<file path="src/rtl/larpix_cfg_scheduler.sv">
// Round-robin configuration scheduler: builds LArPix config packets for the FPGA UART,
// drives the load/busy handshake and matches config-read replies with a timeout.
module larpix_cfg_scheduler #(
    parameter int          NUM_REQ        = 4,
    parameter logic [31:0] MAGIC_NUMBER   = 32'h89504E47,
    parameter logic [7:0]  GLOBAL_ID      = 8'd255,
    parameter int          GAP_CYCLES     = 4,
    parameter int          TIMEOUT_CYCLES = 2000,
    localparam int         IDW            = $clog2(NUM_REQ)
) (
    input  logic                   clk,
    input  logic                   reset_n,
    input  logic [NUM_REQ-1:0]     req_valid,
    input  logic [NUM_REQ-1:0]     req_rd,
    input  logic [8*NUM_REQ-1:0]   req_chip_id,
    input  logic [8*NUM_REQ-1:0]   req_addr,
    input  logic [8*NUM_REQ-1:0]   req_data,
    output logic [NUM_REQ-1:0]     req_ack,
    output logic [63:0]            tx_data,
    output logic                   ld_tx_data,
    input  logic                   tx_busy,
    input  logic                   rx_valid,
    input  logic [63:0]            rx_data,
    output logic                   rsp_valid,
    output logic [IDW-1:0]         rsp_id,
    output logic [7:0]             rsp_data,
    output logic                   rsp_timeout,
    output logic                   sched_busy
);

    typedef enum logic [2:0] {
        S_IDLE, S_LOAD, S_WAIT_BUSY, S_WAIT_DONE, S_GAP, S_RD_WAIT
    } state_t;

    localparam logic [15:0] TMO_LAST = 16'(TIMEOUT_CYCLES - 1);
    localparam logic [15:0] GAP_LAST = 16'((GAP_CYCLES > 0) ? GAP_CYCLES - 1 : 0);

    state_t         state_q, state_d;
    logic [15:0]    cnt_q, cnt_d, cnt_inc;
    logic [IDW-1:0] ptr_q, ptr_d, win_q, win_d, ptr_inc;
    logic           rd_q, rd_d;
    logic [7:0]     chip_q, chip_d, addr_q, addr_d;
    logic [63:0]    tx_data_q, tx_data_d;

    logic [IDW-1:0] hi_idx, lo_idx, win_sel;
    logic           found_hi, found_lo;
    logic [IDW:0]   win_nxt;
    logic           rx_parity_ok, rx_match;

    // Bit 63 makes the total popcount of the 64-bit packet odd.
    function automatic logic [63:0] build_pkt(input logic rd, input logic [7:0] chip,
                                              input logic [7:0] addr, input logic [7:0] data);
        logic [62:0] body;
        body = {5'b0, MAGIC_NUMBER, (rd ? 8'h00 : data), addr, chip, 1'b1, rd};
        return {~^body, body};
    endfunction

    // Lowest requester at or above the pointer wins; otherwise wrap to the lowest overall.
    always_comb begin
        found_hi = 1'b0;
        found_lo = 1'b0;
        hi_idx   = '0;
        lo_idx   = '0;
        for (int j = 0; j < NUM_REQ; j++) begin
            if (req_valid[j]) begin
                if (!found_lo) begin
                    found_lo = 1'b1;
                    lo_idx   = j[IDW-1:0];
                end
                if (!found_hi && (j >= int'(ptr_q))) begin
                    found_hi = 1'b1;
                    hi_idx   = j[IDW-1:0];
                end
            end
        end
        win_sel = found_hi ? hi_idx : lo_idx;
    end

    assign win_nxt      = {1'b0, win_q} + 1'b1;
    assign ptr_inc      = (win_nxt == (IDW+1)'(NUM_REQ)) ? '0 : win_nxt[IDW-1:0];
    assign cnt_inc      = (cnt_q == 16'hFFFF) ? cnt_q : cnt_q + 16'd1;
    assign rx_parity_ok = ((~^rx_data[62:0]) == rx_data[63]);
    assign rx_match     = rx_valid && rx_parity_ok && (rx_data[1:0] == 2'b11)
                          && (rx_data[17:10] == addr_q)
                          && ((rx_data[9:2] == chip_q) || (chip_q == GLOBAL_ID));

    always_comb begin
        state_d     = state_q;
        cnt_d       = cnt_q;
        ptr_d       = ptr_q;
        win_d       = win_q;
        rd_d        = rd_q;
        chip_d      = chip_q;
        addr_d      = addr_q;
        tx_data_d   = tx_data_q;
        ld_tx_data  = 1'b0;
        req_ack     = '0;
        rsp_valid   = 1'b0;
        rsp_id      = '0;
        rsp_data    = 8'h00;
        rsp_timeout = 1'b0;
        case (state_q)
            S_IDLE: begin
                if ((|req_valid) && !tx_busy) begin
                    win_d     = win_sel;
                    rd_d      = req_rd[win_sel];
                    chip_d    = req_chip_id[{win_sel, 3'b000} +: 8];
                    addr_d    = req_addr[{win_sel, 3'b000} +: 8];
                    tx_data_d = build_pkt(req_rd[win_sel], req_chip_id[{win_sel, 3'b000} +: 8],
                                          req_addr[{win_sel, 3'b000} +: 8],
                                          req_data[{win_sel, 3'b000} +: 8]);
                    state_d   = S_LOAD;
                end
            end
            S_LOAD: begin
                ld_tx_data = 1'b1;
                req_ack    = NUM_REQ'(1) << win_q;
                ptr_d      = ptr_inc;
                state_d    = S_WAIT_BUSY;
            end
            S_WAIT_BUSY: begin
                if (tx_busy) state_d = S_WAIT_DONE;
            end
            S_WAIT_DONE: begin
                if (!tx_busy) begin
                    cnt_d   = '0;
                    state_d = rd_q ? S_RD_WAIT : S_GAP;
                end
            end
            S_GAP: begin
                if (cnt_q >= GAP_LAST) state_d = S_IDLE;
                else                   cnt_d   = cnt_inc;
            end
            S_RD_WAIT: begin
                // A reply landing on the timeout cycle still counts as a match.
                if (rx_match) begin
                    rsp_valid = 1'b1;
                    rsp_id    = win_q;
                    rsp_data  = rx_data[25:18];
                    cnt_d     = '0;
                    state_d   = S_GAP;
                end else if (cnt_q == TMO_LAST) begin
                    rsp_valid   = 1'b1;
                    rsp_id      = win_q;
                    rsp_timeout = 1'b1;
                    cnt_d       = '0;
                    state_d     = S_GAP;
                end else begin
                    cnt_d = cnt_inc;
                end
            end
            default: state_d = S_IDLE;
        endcase
    end

    always_ff @(posedge clk or negedge reset_n) begin
        if (!reset_n) begin
            state_q   <= S_IDLE;
            cnt_q     <= '0;
            ptr_q     <= '0;
            win_q     <= '0;
            rd_q      <= 1'b0;
            chip_q    <= 8'h00;
            addr_q    <= 8'h00;
            tx_data_q <= '0;
        end else begin
            state_q   <= state_d;
            cnt_q     <= cnt_d;
            ptr_q     <= ptr_d;
            win_q     <= win_d;
            rd_q      <= rd_d;
            chip_q    <= chip_d;
            addr_q    <= addr_d;
            tx_data_q <= tx_data_d;
        end
    end

    assign tx_data    = tx_data_q;
    assign sched_busy = (state_q != S_IDLE);

endmodule

</file>
<file path="config.mk">
export PLATFORM = sky130hd
export DESIGN_NAME = larpix_cfg_scheduler
export DESIGN_NICKNAME = d
export VERILOG_FILES = /design/src/rtl/larpix_cfg_scheduler.sv
export SDC_FILE = /design/constraint.sdc
export NUM_CORES = 1
export LEC_CHECK = 0
export CORE_ASPECT_RATIO = 0.9
export CORE_MARGIN = 2
export CORE_UTILIZATION = 35
export DETAILED_ROUTE_END_ITERATION = 7
export DONT_BUFFER_PORTS = 1
export HOLD_SLACK_MARGIN = 0.03
export MAX_ROUTING_LAYER = met4
export SLEW_MARGIN = 20
export SYNTH_ARGS = -nofsm -noshare
export SYNTH_HDL_FRONTEND = slang
export SYNTH_SLANG_ARGS = --single-unit
</file>
<file path="constraint.sdc">
create_clock -name clk -period 3.03 [get_ports clk]
set_input_delay 0.1515 -clock clk [delete_from_list [all_inputs] [get_ports clk]]
set_output_delay 0.1515 -clock clk [all_outputs]
set_load 0.01 [all_outputs]
</file>
## Word-level counts from Yosys, hierarchy flattened

Cells that the tools add are included.

| storage, ports and cells | value |
|---|---|
| register bits after elaboration | 80 |
| input port bits | 172 |
| output and inout bits | 82 |

| cells by class | value |
|---|---|
| add/sub/neg operators | 2 |
| order comparisons | 5 |
| equality and inequality tests | 19 |
| shift operators | 4 |
| multiplexer cells | 53 |
| reduce and logical (&&, ||, !) cells | 20 |

Operator list:

| kind | count |
|---|---|
| $reduce_xnor A63 Y1 | 2 |
| $shiftx A32 B6 Y8 | 3 |
| $mux W16 | 5 |
| $pmux W16 S3 | 1 |
| $mux W2 | 13 |
| $mux W8 | 3 |
| $mux W1 | 22 |
| $mux W3 | 6 |
| $pmux W3 S6 | 1 |
| $add A16 B1 Y16 const B | 1 |
| $eq A16 B11 Y1 const B | 1 |
| $eq A16 B16 Y1 const B | 1 |
| $eq A8 B8 Y1 | 2 |
| $ge A16 B2 Y1 const B | 1 |
| $ne A2 B2 Y1 const B | 5 |
| $eq A3 B3 Y1 const B | 3 |
| $eq A8 B8 Y1 const B | 1 |
| $logic_and A1 B1 Y1 | 7 |
| $eq A3 B2 Y1 const B | 2 |
| $reduce_bool A3 Y1 | 2 |
| $reduce_and A5 Y1 | 1 |
| $ge A1 B2 Y1 const A | 2 |
| $mux W4 | 1 |
| $reduce_or A4 Y1 | 1 |
| other kinds (14) | 16 |

## Depth between registers and ports, before layout

Gate-level depths: netlist of the first run.

| logic depth | value |
|---|---|
| word-level depth | 18 |
| gate-level depth with buffers | 13 |
| mapped depth without buffers | 11 |

## Worst setup path after synthesis of the first run

OpenSTA, ideal clock, no wires.

| timing | value |
|---|---|
| path kind | reg2reg |
| start point | register ptr_q[1] |
| end point | register tx_data_q[63], in the netlist tx_data[63] |
| data arrival time | 2829 ps |
| slack | 76 ps |
| cell stages (with the launch flop) | 13 |
| clock period less this slack | 2954 ps |
| cells stage by stage | dfrtp_1 or3b_1 buf_2 and3_1 buf_2 buf_2 a211oi_1 a211oi_1 a211o_1 a211oi_1 nor3b_2 xnor3_1 mux2_2 |

| on the way | value |
|---|---|
| longest elaborated chain between the ends | 18 |
| elaborated cells on any way between the ends | 28 |
| those cells by class | order compare (3); shift (3); mux (17); reduce/logical (5) |

RTL lines:

| item | RTL line | source |
|---|---|---|
| start: declaration | 40 | `logic [IDW-1:0] ptr_q, ptr_d, win_q, win_d, ptr_inc;` |
| start signal: assignment | 169 | `ptr_q <= ptr_d;` |
| $ge A1 B2 Y1 | 70 | `if (!found_hi && (j >= int'(ptr_q))) begin` |
| $mux W1 | 70 |  |
| $mux W1 | 65 | `if (req_valid[j]) begin` |
| $logic_not A1 Y1 | 70 |  |
| $logic_and A1 B1 Y1 | 70 |  |
| $mux W1 | 70 |  |
| $mux W1 | 65 |  |
| $logic_not A1 Y1 | 70 |  |
| $logic_and A1 B1 Y1 | 70 |  |
| $mux W2 / $mux W1 (equally long branches) | 70 |  |
| $mux W2 / $mux W1 (equally long branches) | 65 |  |
| $mux W2 | 70 |  |
| $mux W2 | 65 |  |
| $mux W2 (*) | 76 | `win_sel = found_hi ? hi_idx : lo_idx;` |
| branches (longest 3 deep; another with $shiftx A32 B6 Y8) | -- |  |
| $reduce_xnor A63 Y1 (*) | 55 | `return {~^body, body};` |
| end signal: assignment | 174 | `tx_data_q <= tx_data_d;` |
| end: declaration | 43 | `logic [63:0] tx_data_q, tx_data_d;` |

Every way passes the cells marked *. The select of a mux whose other input is x is not followed.
A chain may end at the register's enable or synchronous reset.

## Worst setup path after layout of the first run

| timing | value |
|---|---|
| start point | register ptr_q[0] |
| end point | register tx_data_q[63], in the netlist tx_data[63] |

The elaborated chain is that of the path after synthesis.

==> metrics.csv, run 1 <==
metric;value;unit
Syn Inst Count;564;
Final nets;751;
post-synth top area cell;dfrtp_1;
critical path fanouts, max;7;
top cells by count, synth;nand2_1 (76), xnor2_1 (68), dfrtp_1 (50), a21oi_1 (42), buf_4 (41);
Sink Count;50;
vias per std cell;5.657;
chip height;114.7;um
minimum clock period after layout;2940;ps
Post-Syn Area per Cell;8.450;um^2
Slew Limit Headroom;62.62;%
Worst Setup Path Type;reg2reg;
FF-to-FF Start;ptr_q[0];
Max Transition Viols Final;0;
Ant. Diodes;0;
Core ar.;0.01331;mm^2
crit path max-delay cell type;dfrtp_2;
CTS tree;built;
period utilisation layout;97.03;%
clock-pin slew on the worst setup and hold paths;70;ps
GRT overflow;0;
Setup Skew;6.406;ps
post-synthesis sequential area ratio;26.25;%
Peak VDD IR;560.2;uV
area delta synth->final;11.95;%
pwr/cell area;976.9;mW/mm^2
Worst EP arrival;3120;ps
Hold Path Origin;tx_busy;
maxcap violations;0;
Max Clk Rate;340.1;MHz
number of global-route vias before repair;3974;
vias;4192;
Critical Path Source;ptr_q[0];
Clock Latency Late Sink;290;ps
number of port buffers;0;
initial antenna violation count;0;
fraction of registers with async set/reset;100.0;%
Synth cell types;56;
clk root buf;clkbuf_16;
outcome;completed;
Startpoint Class;flop;
most numerous cell in the Yosys netlist;nand2_1;
Leakage;0.002224;uW
Routed Antenna Nets;0;
Final Hold Fails;0;
CP required;3210;ps
Clock Tree Buf Depth;2;
worst min-delay path class;in2reg;
final RePlAce weighted congestion;0.9006;
EDFF count, synth;0;
Yosys reg bits;50;
RSZ-0062 raised after global routing;true;
endpoints failing setup;0;
post-DP HPWL;11.34;mm
Global Route Usage Sum;19.07;%
placed cell areas;0.004992;mm^2
die area;0.01457;mm^2
R2R Setup Slk;90;ps
starting density of the core;35.80;%
Slew @ Worst Pin;555.6;ps
post-route cell area;0.005335;mm^2
first-pass GRT wire length;21.38;mm
Worst setup EP type;flop;
worst hold margin;78.74;ps
largest net degree at the start of global routing;51;
# IOs;254;
CTS buffer count;5;
CTS H-Tree Depth;2;
DR iter-0 viols;195;
Synth area leaders;dfrtp_1 (26%), xnor2_1 (12%), buf_4 (6.5%), nand2_1 (6.0%), mux2_2 (4.7%);
# rows;40;
first drt pass iteration count;6;
slowest stage delay, CP;440;ps
CP Cell Sequence;or3b_4, buf_4, nand3_4, buf_12, a211oi_1, buf_4, a211o_1, a211o_1, o211ai_1, nor3b_2, xnor3_1, mux2_2;
Cell Area, Synth;0.004766;mm^2
post-synth top area share;26.25;%
average wire per standard cell;19.15;um
Total Routed Length;14.19;mm
DRC violation count after routing;0;
Most used DFF post-synth;dfrtp_1;
share of layout cells above drive strength 1;17.28;%
Die W;127;um
Yosys warnings;0;
-- routing by layer --
metal	wire, um	vias to the layer above	GRT usage (%)
li1	-	1964	-
met3	1229	16	4.439
met5	0	-	-
met1	6076	1976	23.94
met4	210	0	4.469
met2	6673	236	31.43
-- kinds of logic after synthesis --
| family | after synthesis | synth area share, % |
|---|---|---|
| AO/OA/AOI/OAI | 147 | 21.16 |
| XOR/XNOR | 89 | 18.09 |
| adder cells (fa/ha/maj) | 7 | 1.838 |
| buffers and inverters | 73 | 9.688 |
| flip-flops | 50 | 26.25 |
| multiplexers | 20 | 4.726 |
| other | 1 | 0.07869 |
| AND/OR/NAND/NOR | 177 | 18.17 |
-- worst max-delay path: cells and delay by family, from the launching register on --
family                 cells  cell delay [ps]
flip-flops                 1              440
XOR/XNOR                   1              220
multiplexers               1              260
AO/OA/AOI/OAI              4              730
buffers and inverters      3              450
AND/OR/NAND/NOR            3              730
-- placed cells by master (no fill, tap or decap), drive strengths merged, types with 18 or more instances in the layout --
cell,n
nand2,76
o21ai,18
mux2,20
dfrtp,50
a21oi,43
xnor2,68
buf,42
nor3,23
conb,24
-- registers in the layout, summed over array words and instances (netlist names) --
register and flops:
cnt_q 16, tx_data 13, addr_q 7, chip_q 7, state_q 3, ptr_q 2
win_q 2
-- area by class of cell --
class	count	area (um^2)
clock buffers	7	132.6
fillers	1306	7978
well taps	168	210.2
repair buffers	45	461.7
inverters	6	22.52
clock inverters	1	30.03
flip-flops and latches	50	1254
multi-input cells	464	3224
-- stage by stage --
stage	instances	total power [uW]	utilization [%]	worst slack [ps]	setup TNS, ps
finish	741	5212	40.08	89.84	0
CTS	738	5121	39.10	29.62	0
global placement	728	4378	37.50	48.15	0
global route	741	5627	40.08	-66.62	-66.62
floorplan	587	3615	-	75.95	0
detailed placement	728	4425	37.50	-24.48	-24.48
-- what timing repair did --
item                                   CTS  global route
gates resized for setup                  3            16
endpoints found under the hold margin   50             0
buffers inserted                         0             1
setup endpoints to repair                1             3
hold buffers                             2             0
pin swaps                                0             6
cloned                                   0             2
-- where the power goes --
part	switching, uW	leakage [uW]	internal [uW]	total (uW)
clock network	245	0.0000781	391	636
logic	1560	0.00151	1730	3300
registers	386	0.000632	893	1280
-- worst paths after layout --
check	endpoint	depth (start not counted)
max in group asynchronous	ptr_q[0]	2
min	state_q[1]	2
max	tx_data[63]	12
min reg2reg	tx_data[57]	1
min in group asynchronous	tx_data[57]	2
max reg2reg	tx_data[63]	12
No activity file was read; power rests on OpenSTA's default activity.
==> inputs of run 2 (changes only) <==
- clock period: 3.03 -> 3.25 ns (I/O delays scaled with it)
==> metrics.csv, run 2 (same netlist as run 1, synthesis figures left out) <==
metric;value;unit
max reg flops;16;
Post-Place Cells;708;
CP Cell Sequence;or3b_1, buf_4, nand2_1, nor3_1, a211o_1, a211o_1, a211o_1, o211ai_1, nor3b_2, xnor3_1, mux2_2;
clock power share;13.3;%
most common cell after layout, fill and taps aside;nand2_1;
Worst EP arrival;3240;ps
vias;4111;
Peak VDD IR;526.2;uV
first drt pass iteration count;4;
clk root buf;clkbuf_16;
area delta synth->final;6.458;%
Worst Setup Path Type;reg2reg;
Non-Filler Instances;717;
final setup TNS;0;ps
# rows;40;
largest net degree at the start of global routing;51;
CTS buffer count;5;
first-pass GRT wire length;21.16;mm
endpoints failing setup;0;
critical path fanouts, max;17;
Sink Count;50;
outcome;completed;
Max Transition Viols Final;0;
# fillers;1353;
Multi-input gate area;0.003183;mm^2
vias per std cell;5.734;
minimum clock period after layout;3063;ps
RSZ-0062 raised after global routing;false;
Startpoint Class;flop;
Core ar.;0.01331;mm^2
setup bufs post-CTS;0;
Setup Skew;4.493;ps
Clock Tree Buf Depth;2;
Routed Antenna Nets;0;
chip height;114.7;um
Ant. Diodes;0;
Final Hold Fails;0;
Largest Register;cnt_q;
internal power;2628;uW
Clock Latency Late Sink;290;ps
most frequent cells in the layout;nand2_1 (76), xnor2_1 (68), dfrtp_1 (50);
average wire per standard cell;19.34;um
final RePlAce weighted congestion;0.8930;
Max Clk Rate;326.5;MHz
crit path max-delay cell type;dfrtp_1;
Place WS;74.23;ps
clock-pin slew on the worst setup and hold paths;70;ps
maxcap violations;0;
met1 global-route usage;24.75;%
share of layout cells above drive strength 1;12.39;%
GRT overflow;0;
met2 Track Usage GR;30.65;%
DRC violation count after routing;0;
power share of the combinational group;60.0;%
worst min-delay path class;in2reg;
worst setup margin;187.0;ps
Worst setup EP type;flop;
number of port buffers;0;
Slew Limit Headroom;36.04;%
final core occ;38.11;%
Final nets;728;
CP required;3430;ps
sequential cell area;0.001251;mm^2
Total Routed Length;13.87;mm
most used cell along the critical path;a211o_1;
Most Crowded Layer GR;met2;
Reg power frac;26.7;%
die area;0.01457;mm^2
Switching Fraction;42.99;%
Slew @ Worst Pin;959.4;ps
# IOs;254;
total power;4610;uW
number of global-route vias before repair;3885;
initial antenna violation count;0;
CTS tree;built;
Psw;1982;uW
CTS H-Tree Depth;2;
Die W;127;um
pwr/cell area;908.5;mW/mm^2
slowest stage delay, CP;460;ps
period utilisation layout;94.25;%
met3 usage;3.925;%
starting density of the core;35.80;%
DR iter-0 viols;180;
Leakage;0.002095;uW
Global Route Usage Sum;19.06;%
post-DP HPWL;11.07;mm
[run 2: power by group through the flow]
stage	registers [uW]	clock network [uW]	logic, uW
floorplan	1070	0	2300
global placement	1230	0	2690
detailed placement	1240	0	2730
CTS	1230	625	2760
global route	1260	661	3070
finish	1230	612	2770
[run 2: repair_timing]
action / CTS / global route
hold endpoints to repair: 50 / 0
hold buffers: 2 / 0
endpoints found under the setup margin: 0 / 6
gates resized for setup: 0 / 8
[run 2: routing by layer]
metal / part of all wire, % / routed length (um)
met1: 43 / 5966
met5: 0 / 0
met4: 1.7 / 238
met2: 47 / 6519
met3: 8.2 / 1141
[run 2: per-stage QoR]
| stage | hold slack (ps) | instance area [um^2] |
|---|---|---|
| finish | 95.90 | 5074 |
| global route | 122.0 | 5074 |
| CTS | 93.57 | 5036 |
| detailed placement | -131.1 | 4830 |
| global placement | -130.5 | 4830 |
| floorplan | -133.1 | 4852 |
[run 2: worst max-delay path: cells and delay by family (launching register included)]
| kind | cells | cell delay (ps) |
|---|---|---|
| AO/OA/AOI/OAI | 4 | 1060 |
| XOR/XNOR | 1 | 220 |
| buffers and inverters | 1 | 210 |
| flip-flops | 1 | 460 |
| multiplexers | 1 | 260 |
| AND/OR/NAND/NOR | 4 | 740 |
[run 2: cell type report]
cell class,count,share of cell area [%]
clock buffer,6,2.737
clock inverter,1,0.5919
multi-input combinational,464,62.74
tap,168,4.143
inverter,6,0.4439
sequential,50,24.66
timing repair buffer,22,4.686
[run 2: path summary, 6_finish.rpt]
check,start,end,slack (ps),depth (start not counted)
worst max-delay path,ptr_q[1],tx_data[63],190,11
worst max register to register,ptr_q[1],tx_data[63],190,11
max in group asynchronous,reset_n,cnt_q[9],2600,2
min in group asynchronous,reset_n,state_q[2],410,2
worst min register to register,tx_data[57],tx_data[57],490,1
worst min-delay path,tx_busy,state_q[1],100,2
